`config.mk`:
```
export PLATFORM = sky130hd
export DESIGN_NAME = uncrop_filter
export DESIGN_NICKNAME = d
export VERILOG_FILES = /design/src/rtl/uncrop_filter_pkg.sv /design/src/rtl/uncrop_filter_axis_out_reg.sv /design/src/rtl/uncrop_filter.sv
export SDC_FILE = /design/constraint.sdc
export NUM_CORES = 1
export LEC_CHECK = 0
export ABC_CLOCK_PERIOD_IN_PS = 4390
export BUFFER_PORTS_ARGS = -buffer_cell sky130_fd_sc_hd__buf_2
export CAP_MARGIN = 20
export CORE_MARGIN = 4
export CORE_UTILIZATION = 61
export CTS_CLUSTER_SIZE = 12
export DETAILED_ROUTE_END_ITERATION = 7
export PLACE_DENSITY = 0.9
export SLEW_MARGIN = 20
export SYNTH_ARGS = -nofsm -noshare
export SYNTH_HDL_FRONTEND = slang
export SYNTH_HIERARCHICAL = 1
export SYNTH_SLANG_ARGS = --single-unit
```
`constraint.sdc`:
```
create_clock -name clk -period 4.39 [get_ports clk]
set_input_delay 0 -clock clk [delete_from_list [all_inputs] [get_ports clk]]
set_output_delay 0 -clock clk [all_outputs]
set_load 0.01 [all_outputs]
```
`src/rtl/uncrop_filter_pkg.sv`:
```
// Shared types and default geometry for the uncrop filter.
// Holds the FSM state enum, origin clamp limits and frame size.
package uncrop_filter_pkg;

  typedef enum logic [1:0] {
    IDLE,
    STREAM,
    DONE
  } state_t;

  localparam int PIXEL_W   = 16;
  localparam int TILE_R    = 48;
  localparam int TILE_C    = 48;
  localparam int FRAME_R   = 100;
  localparam int FRAME_C   = 160;
  localparam int ROW_W     = 10;
  localparam int COL_W     = 10;
  localparam int FILL_PIX  = 0;

  localparam int Y1_MAX    = FRAME_R - TILE_R;
  localparam int X1_MAX    = FRAME_C - TILE_C;
  localparam int FRAME_PIX = FRAME_R * FRAME_C;

endpackage

```
`src/rtl/uncrop_filter_axis_out_reg.sv`:
```
// Single-stage AXI-stream output register for the uncrop filter.
// Ports: load/data in, ready from sink, valid/tdata out, adv = slot free.
module axis_out_reg #(
  parameter int W = 16
) (
  input  logic         clk,
  input  logic         reset,
  input  logic         load,
  input  logic [W-1:0] data,
  input  logic         ready,
  output logic         valid,
  output logic [W-1:0] tdata,
  output logic         adv
);

  // Slot can take a new beat when empty or draining this cycle.
  assign adv = !valid || ready;

  always_ff @(posedge clk or negedge reset) begin
    if (!reset) begin
      valid <= 1'b0;
      tdata <= '0;
    end else if (load) begin
      valid <= 1'b1;
      tdata <= data;
    end else if (ready) begin
      valid <= 1'b0;
    end
  end

endmodule

```
`src/rtl/uncrop_filter.sv`:
```
// Re-embeds a cropped tile at (Y1,X1) into a full raster frame.
// Ports: tile/origin AXI-stream inputs, frame AXI-stream output, frame_done.
module uncrop_filter
  import uncrop_filter_pkg::*;
#(
  parameter int PIXEL_BIT_WIDTH  = PIXEL_W,
  parameter int IN_ROWS          = TILE_R,
  parameter int IN_COLS          = TILE_C,
  parameter int OUT_ROWS         = FRAME_R,
  parameter int OUT_COLS         = FRAME_C,
  parameter int IMG_ROW_BITWIDTH = ROW_W,
  parameter int IMG_COL_BITWIDTH = COL_W,
  parameter int FILL_VALUE       = FILL_PIX
) (
  input  logic                        clk,
  input  logic                        reset,
  input  logic [PIXEL_BIT_WIDTH-1:0]  pixel_in_TDATA,
  input  logic                        pixel_in_TVALID,
  output logic                        pixel_in_TREADY,
  input  logic [IMG_ROW_BITWIDTH-1:0] crop_Y1_TDATA,
  input  logic                        crop_Y1_TVALID,
  output logic                        crop_Y1_TREADY,
  input  logic [IMG_COL_BITWIDTH-1:0] crop_X1_TDATA,
  input  logic                        crop_X1_TVALID,
  output logic                        crop_X1_TREADY,
  output logic [PIXEL_BIT_WIDTH-1:0]  pixel_out_TDATA,
  output logic                        pixel_out_TVALID,
  input  logic                        pixel_out_TREADY,
  output logic                        frame_done
);

  localparam int PW = PIXEL_BIT_WIDTH;
  localparam int RW = IMG_ROW_BITWIDTH;
  localparam int CW = IMG_COL_BITWIDTH;

  localparam logic [RW-1:0] Y1_LIM   = RW'(OUT_ROWS - IN_ROWS);
  localparam logic [CW-1:0] X1_LIM   = CW'(OUT_COLS - IN_COLS);
  localparam logic [RW:0]   WIN_R    = (RW+1)'(IN_ROWS);
  localparam logic [CW:0]   WIN_C    = (CW+1)'(IN_COLS);
  localparam logic [RW-1:0] ROW_LAST = RW'(OUT_ROWS - 1);
  localparam logic [CW-1:0] COL_LAST = CW'(OUT_COLS - 1);
  localparam logic [RW-1:0] ROW_ONE  = RW'(1);
  localparam logic [CW-1:0] COL_ONE  = CW'(1);
  localparam logic [PW-1:0] FILL     = PW'(FILL_VALUE);

  state_t        state;
  logic [RW-1:0] y1;
  logic [CW-1:0] x1;
  logic [RW-1:0] row;
  logic [CW-1:0] col;
  logic          y1_got;
  logic          x1_got;
  logic          y1_rdy;
  logic          x1_rdy;

  logic          y1_hs;
  logic          x1_hs;
  logic          y1_have;
  logic          x1_have;
  logic [RW-1:0] y1_cl;
  logic [CW-1:0] x1_cl;
  logic          row_in;
  logic          col_in;
  logic          in_win;
  logic          streaming;
  logic          adv;
  logic          load;
  logic          last_px;
  logic [PW-1:0] load_data;

  assign crop_Y1_TREADY = y1_rdy;
  assign crop_X1_TREADY = x1_rdy;

  assign y1_hs   = y1_rdy && crop_Y1_TVALID;
  assign x1_hs   = x1_rdy && crop_X1_TVALID;
  assign y1_have = y1_got || y1_hs;
  assign x1_have = x1_got || x1_hs;

  // Origins past the last legal placement pin to the frame edge.
  assign y1_cl = (crop_Y1_TDATA > Y1_LIM) ? Y1_LIM : crop_Y1_TDATA;
  assign x1_cl = (crop_X1_TDATA > X1_LIM) ? X1_LIM : crop_X1_TDATA;

  // One extra bit so y1 + tile height cannot wrap.
  assign row_in = ({1'b0, row} >= {1'b0, y1}) &&
                  ({1'b0, row} < ({1'b0, y1} + WIN_R));
  assign col_in = ({1'b0, col} >= {1'b0, x1}) &&
                  ({1'b0, col} < ({1'b0, x1} + WIN_C));
  assign in_win = row_in && col_in;

  assign streaming       = (state == STREAM);
  assign pixel_in_TREADY = streaming && adv && in_win;

  // Fill positions advance without waiting on the tile stream.
  assign load      = streaming && adv && (!in_win || pixel_in_TVALID);
  assign load_data = in_win ? pixel_in_TDATA : FILL;
  assign last_px   = (row == ROW_LAST) && (col == COL_LAST);

  // Only the final frame pixel is in flight while in DONE.
  assign frame_done = (state == DONE) && pixel_out_TVALID &&
                      pixel_out_TREADY;

  axis_out_reg #(
    .W(PW)
  ) u_out (
    .clk  (clk),
    .reset(reset),
    .load (load),
    .data (load_data),
    .ready(pixel_out_TREADY),
    .valid(pixel_out_TVALID),
    .tdata(pixel_out_TDATA),
    .adv  (adv)
  );

  always_ff @(posedge clk or negedge reset) begin
    if (!reset) begin
      state  <= IDLE;
      y1     <= '0;
      x1     <= '0;
      row    <= '0;
      col    <= '0;
      y1_got <= 1'b0;
      x1_got <= 1'b0;
      y1_rdy <= 1'b0;
      x1_rdy <= 1'b0;
    end else begin
      unique case (state)
        IDLE: begin
          if (y1_hs) y1 <= y1_cl;
          if (x1_hs) x1 <= x1_cl;
          y1_got <= y1_have;
          x1_got <= x1_have;
          if (y1_have && x1_have) begin
            state  <= STREAM;
            row    <= '0;
            col    <= '0;
            y1_rdy <= 1'b0;
            x1_rdy <= 1'b0;
          end else begin
            y1_rdy <= !y1_have;
            x1_rdy <= !x1_have;
          end
        end
        STREAM: begin
          if (load) begin
            if (col == COL_LAST) begin
              col <= '0;
              row <= last_px ? '0 : row + ROW_ONE;
            end else begin
              col <= col + COL_ONE;
            end
            if (last_px) state <= DONE;
          end
        end
        DONE: begin
          if (frame_done) begin
            state  <= IDLE;
            y1_got <= 1'b0;
            x1_got <= 1'b0;
            y1_rdy <= 1'b1;
            x1_rdy <= 1'b1;
          end
        end
        default: state <= IDLE;
      endcase
    end
  end

endmodule

```
Word level (Yosys, flattened, before mapping). Index checks and enable logic that the tools add are counted. Widths: inputs -> output; s select.

Flip-flop bits (word level): 63. Word-level logic and storage cells: 86. Output and inout port bits: 21.

Add/sub/neg operators: 4. Equality and inequality tests: 9. Mux-type cells: 26. Reductions and logical operators: 30. Order comparisons: 6.

Operator list (count): $mux 10 (8); $pmux 10 s2 (2); $add 10x6->11 const B (2); $lt 10x11->1 (2); $add 10x1->10 const B (2); $ge 10x10->1 (2); $mux 16 (1); $logic_and 1x1->1 (12); $eq 10x7->1 const B (1); $eq 10x8->1 const B (1); $gt 10x6->1 const B (1); $gt 10x7->1 const B (1); $mux 2 (4); $pmux 1 s2 (4); $reduce_and 4->1 (2); $mux 1 (6); $ne 2x1->1 const B (3); $pmux 2 s3 (1); $reduce_and 2->1 (3); $reduce_bool 2->1 (3); $logic_not 1->1 (4); $logic_or 1x1->1 (4); $ne 2x2->1 const B (2); $reduce_and 3->1 (1); 3 further kinds (3).

Logic depth before layout (Yosys ltp).
Word-level depth: 9. Depth in mapped cells: 15. Mapped depth without buffers: 12.

Hierarchy. Netlist, hierarchy kept.

By module, submodules not included: uncrop_filter (times used 1, cells an instance 369, sequential area each 1151.1 sq um, area an instance 3313.2 sq um); axis_out_reg (times used 1, cells an instance 37, sequential area each 425.4 sq um, area an instance 683.2 sq um).

Least setup slack after synthesis. OpenSTA, ideal clock, no wires.

Kind: reg2reg. From: register y1[4]. To: register u_out.tdata[10]. Arrival: 2800 ps. Library setup time: 125 ps. Slack: 1465 ps. Cell stages (with the launch flop): 16. Buffers on the path: 3. Period minus slack after synthesis: 2925 ps. Cell sequence: dfrtp_1 -> inv_1 -> ha_1 -> nand3b_1 -> xnor2_1 -> ha_1 -> nand3_1 -> a2bb2oi_1 -> nor2_1 -> o311ai_1 -> nor3_2 -> clkbuf_1 -> a21oi_1 -> buf_6 -> buf_12 -> mux2_4.

Word-level cells in the longest chain between the ends: 7. Elaborated cells between the ends (all ways): 9.

Ends and longest elaborated chain: start: declaration (line uncrop_filter.sv:47) `logic [RW-1:0] y1;`; start signal: assignment (line uncrop_filter.sv:129) `if (y1_hs) y1 <= y1_cl;`; $add 10x6->11 (line uncrop_filter.sv:85) `({1'b0, row} < ({1'b0, y1} + WIN_R));`; $lt 10x11->1 (line uncrop_filter.sv:85); $logic_and 1x1->1 * (line uncrop_filter.sv:84) `assign row_in = ({1'b0, row} >= {1'b0, y1}) &&`; $logic_and 1x1->1 * (line uncrop_filter.sv:88) `assign in_win = row_in && col_in;`; $logic_not 1->1 * (line uncrop_filter.sv:94) `assign load = streaming && adv && (!in_win || pixel_in_TVALID);`; $logic_or 1x1->1 * (line uncrop_filter.sv:94); $logic_and 1x1->1 * (line uncrop_filter.sv:94); net load (line uncrop_filter.sv:67) `logic load;`; end signal: assignment (line uncrop_filter_axis_out_reg.sv:25) `tdata <= data;`; end: declaration (line uncrop_filter_axis_out_reg.sv:12) `output logic [W-1:0] tdata,`.

Mark *: on every way through the listed nets, which the timed path passes. The rest lies on a longest branch. A chain may end at the register's enable or synchronous reset.

Worst setup path in the final report.
From: register y1[4]. To: register u_out.tdata[5].

Same word-level chain as after synthesis.

==> flow_metrics.py <==
metrics = {
    "synth": {
        "yosys.cell_types.count": 59,
        "synth_nets": 484,
        "syn_inst": 406,
        "netlist_top_cells_area": "dfrtp_1 39%, ha_1 11%, o31ai_1 4.3%, mux2_4 3.4%, a21oi_1 3.3%",
        "synth-seq-cells": 63,
        "synth_top_area_share_pct": 39.4,
        "syn-cell-area_um2": 4000,
        "yosysTopAreaCell": "dfrtp_1",
        "synth_edf_count": 0,
        "ys.flop_type": "dfrtp_1",
        "ys_seq_area_share_pct": 39.4,
        "syn-mean-instance-area_um2": 9.84,
        "yosys_warnings": 6,
        "async_flop_share_pct": 100,
    },
    "drt": {
        "wl_per_cell_um": 17.5,
        "drt-total-wl_mm": 10.1,
        "drc": 0,
        "via_per_inst": 6.21,
        "first_pass_iters": 5,
        "antenna_left": 0,
        "num_vias": 3568,
        "drt_iter0_drc": 219,
    },
    "timing": {
        "finalHoldViolCount": 1,
        "slew_violations": 0,
        "fin_crit_ps": 3630,
        "tightest_slew_ps": 1080,
        "fin_tns_setup_ps": 0,
        "skew_ps": 6.31,
        "period_share_pct": 82.6,
        "fin_hold_ws_ps": -3.47,
        "maxSlewHeadroom_pct": 27.9,
        "rsz0062_at_grt": "no",
        "fmax_mhz": 276,
        "setup_viol": 0,
    },
    "worst_setup_path": {
        "crit_fanout": 18,
        "end_kind": "register",
        "cp_data_required_time_ps": 4620,
        "crit_path_start_kind": "register",
        "crit_arrival_ps": 3860,
        "path_class": "reg2reg",
    },
    "global_route": {
        "grtUsageMet2_pct": 42.7,
        "overflow": 0,
        "antenna_found_initial": 0,
        "grt_pass1_vias": 3535,
        "track_usage_pct": 26.9,
        "grt_max_degree": 64,
        "grt_use_met3_pct": 6.08,
        "use_met1_pct": 35.3,
        "top_usage_layer": "met2",
        "grt_pass1_wl_mm": 16.4,
    },
    "clocking": {
        "cts_max_level": 3,
        "post_cts_resized": 0,
        "clockRootBuffer": "clkbuf_8",
        "cts_buffers": 9,
        "ctsHoldBuffers": 24,
        "clockBufferDepth": 2,
        "cts_tree": "yes",
        "clkSinkCount": 63,
        "postCtsSetupBuffers": 0,
        "clk_pin_slew_ps": 70,
        "clkLatencyLatePin_ps": 350,
    },
    "cells_and_area": {
        "fillers": 409,
        "antennaDiodeCount": 0,
        "area_delta_synth_final_pct": 19.3,
        "final_net_count": 572,
        "drive_above_1_share_pct": 22.1,
        "postLayoutCoreUtil_pct": 75.1,
    },
    "die": {
        "dieArea_um2": 7910,
        "start_util_pct": 62.9,
        "die_x_um": 88.9,
        "boundaryPins": 63,
        "coreArea_um2": 6350,
        "die_y_um": 88.9,
        "rows": 29,
    },
    "run_status": {
        "status": "finished, violations left",
        "violations": "hold timing",
    },
    "placement": {
        "place_hpwl_mm": 7.11,
        "port_buffers": 62,
        "routabilityCongestion": 0.866,
    },
    "run": {
        "max_cap_violations": 0,
    },
    "power": {
        "power.leakage_nw": 2.41,
        "p_comb_share_pct": 15.6,
        "pwr_density_cell_nw_per_um2": 268,
        "ir_drop_v": 0.000221,
        "switchingPower_mw": 0.365,
        "clkPwrFrac_pct": 34.3,
        "p_seq_share_pct": 50.0,
        "sw_frac_of_total_pct": 28.5,
        "p_int_mw": 0.913,
    },
    "worst_hold_path": {
        "hold_class": "in2reg",
    },
}
metrics by stage:
| stage | std cells | setup WS, ps | power [mW] | hold WS, ps | area (µm²) |
|---|---|---|---|---|---|
| after floorplan | 406 | 1460 | 0.757 | -296 | 4000 |
| after global placement | 536 | 976 | 0.812 | 218 | 4370 |
| after detailed placement | 536 | 806 | 0.829 | 224 | 4370 |
| after CTS | 575 | 789 | 1.28 | 4.91 | 4770 |
| after global routing | 575 | 436 | 1.34 | 4.23 | 4770 |
| final | 575 | 764 | 1.28 | -3.47 | 4770 |
flip-flops by register name, summed over array words and instances (netlist names):
name and cells:
y1_got 1, x1 10, y1 10, row 10, crop_X1_TREADY 1, u_out/valid 1
u_out/tdata 16, x1_got 1, crop_Y1_TREADY 1, state 2, col 10
layout make-up:
cell class / instances / area [µm²] / share of cell area, %
Multi-Input combinational cell: 305 / 2260 / 47.4
Sequential cell: 63 / 1580 / 33.1
Timing Repair Buffer: 89 / 573 / 12.0
Clock buffer: 11 / 141 / 2.96
Inverter: 26 / 97.6 / 2.05
Tap cell: 77 / 96.3 / 2.02
Clock inverter: 4 / 22.5 / 0.472
Yosys cell counts, drive strengths merged (6+ instances only):
library cell,count
nand3,14
mux2,16
inv,26
nor2,32
dfrtp,63
and3,10
nand2,17
xnor2,6
o21ai,21
a21oi,26
clkbuf,8
ha,36
nand2b,13
and2,16
o31ai,23
cells in the final DEF, fill, tap and decap left out, types with 6 or more instances in the layout:
cell type      netlist  final
and2_1               9      9
and3_1              10     10
o21ai_0             20     20
nor2_1              32     32
clkbuf_8             0     10
xnor2_1              6      6
a21oi_1             26     25
dlygate4sd3_1        0     24
buf_2                1     62
nand2b_1            13     13
dfrtp_1             63     63
nand2_1             17     17
nand3_1             14     14
and2_2               7      7
mux2_4               9      9
o31ai_1             23     23
inv_1               26     26
mux2_2               7      7
ha_1                36     36
critical path, stage by stage (launching register included):
cell and delay (ps):
dfrtp_1 410, inv_1 90, ha_1 220, nand3b_1 230, xnor2_1 170, ha_1 290, nand3_1 80, a2bb2oi_1 60
nor2_1 120, o311ai_1 200, nor3_2 730, a21oi_2 470, mux2_4 420
worst paths after layout:
check | start | end | slack (ps) | cells after the start
setup / recovery | y1[4] | u_out/tdata[5] | 760 | 12
hold / removal | pixel_in_TDATA[8] | u_out/tdata[8] | -3 | 3
setup reg to reg | y1[4] | u_out/tdata[5] | 760 | 12
hold reg to reg | u_out/tdata[6] | u_out/tdata[6] | 510 | 1
max in group asynchronous | reset | row[1] | 3500 | 3
min in group asynchronous | reset | x1[3] | 350 | 3
power by group through the flow:
stage          clock, mW  combinational, mW  sequential [mW]
3_5_place_dp           0              0.181            0.648
6_report           0.439              0.200            0.639
5_1_grt            0.470              0.227            0.641
4_1_cts            0.442              0.199            0.637
2_1_floorplan          0              0.120            0.637
3_3_place_gp           0              0.167            0.646
cells by family (layout without fill, tap and decap cells):
kind of cell,after synthesis,count (layout),share of synthesized area [%]
and+or+nand+nor,133,133,18.4
muxes,16,16,5.35
DFF,63,63,39.4
adders and majority gates,36,36,11.3
AOI/OAI and AO/OA,112,112,19.6
xor gates and xnor gates,8,8,1.75
buffers and inverters,38,130,4.20
per-layer routing:
metal / up-vias / part of all wire (%)
met3: 33 / 6.6
met2: 156 / 48
met4: 0 / 3.2
li1: 1682 / -
met1: 1697 / 43
met5: - / 0
Power figures use the tool's default switching activity.
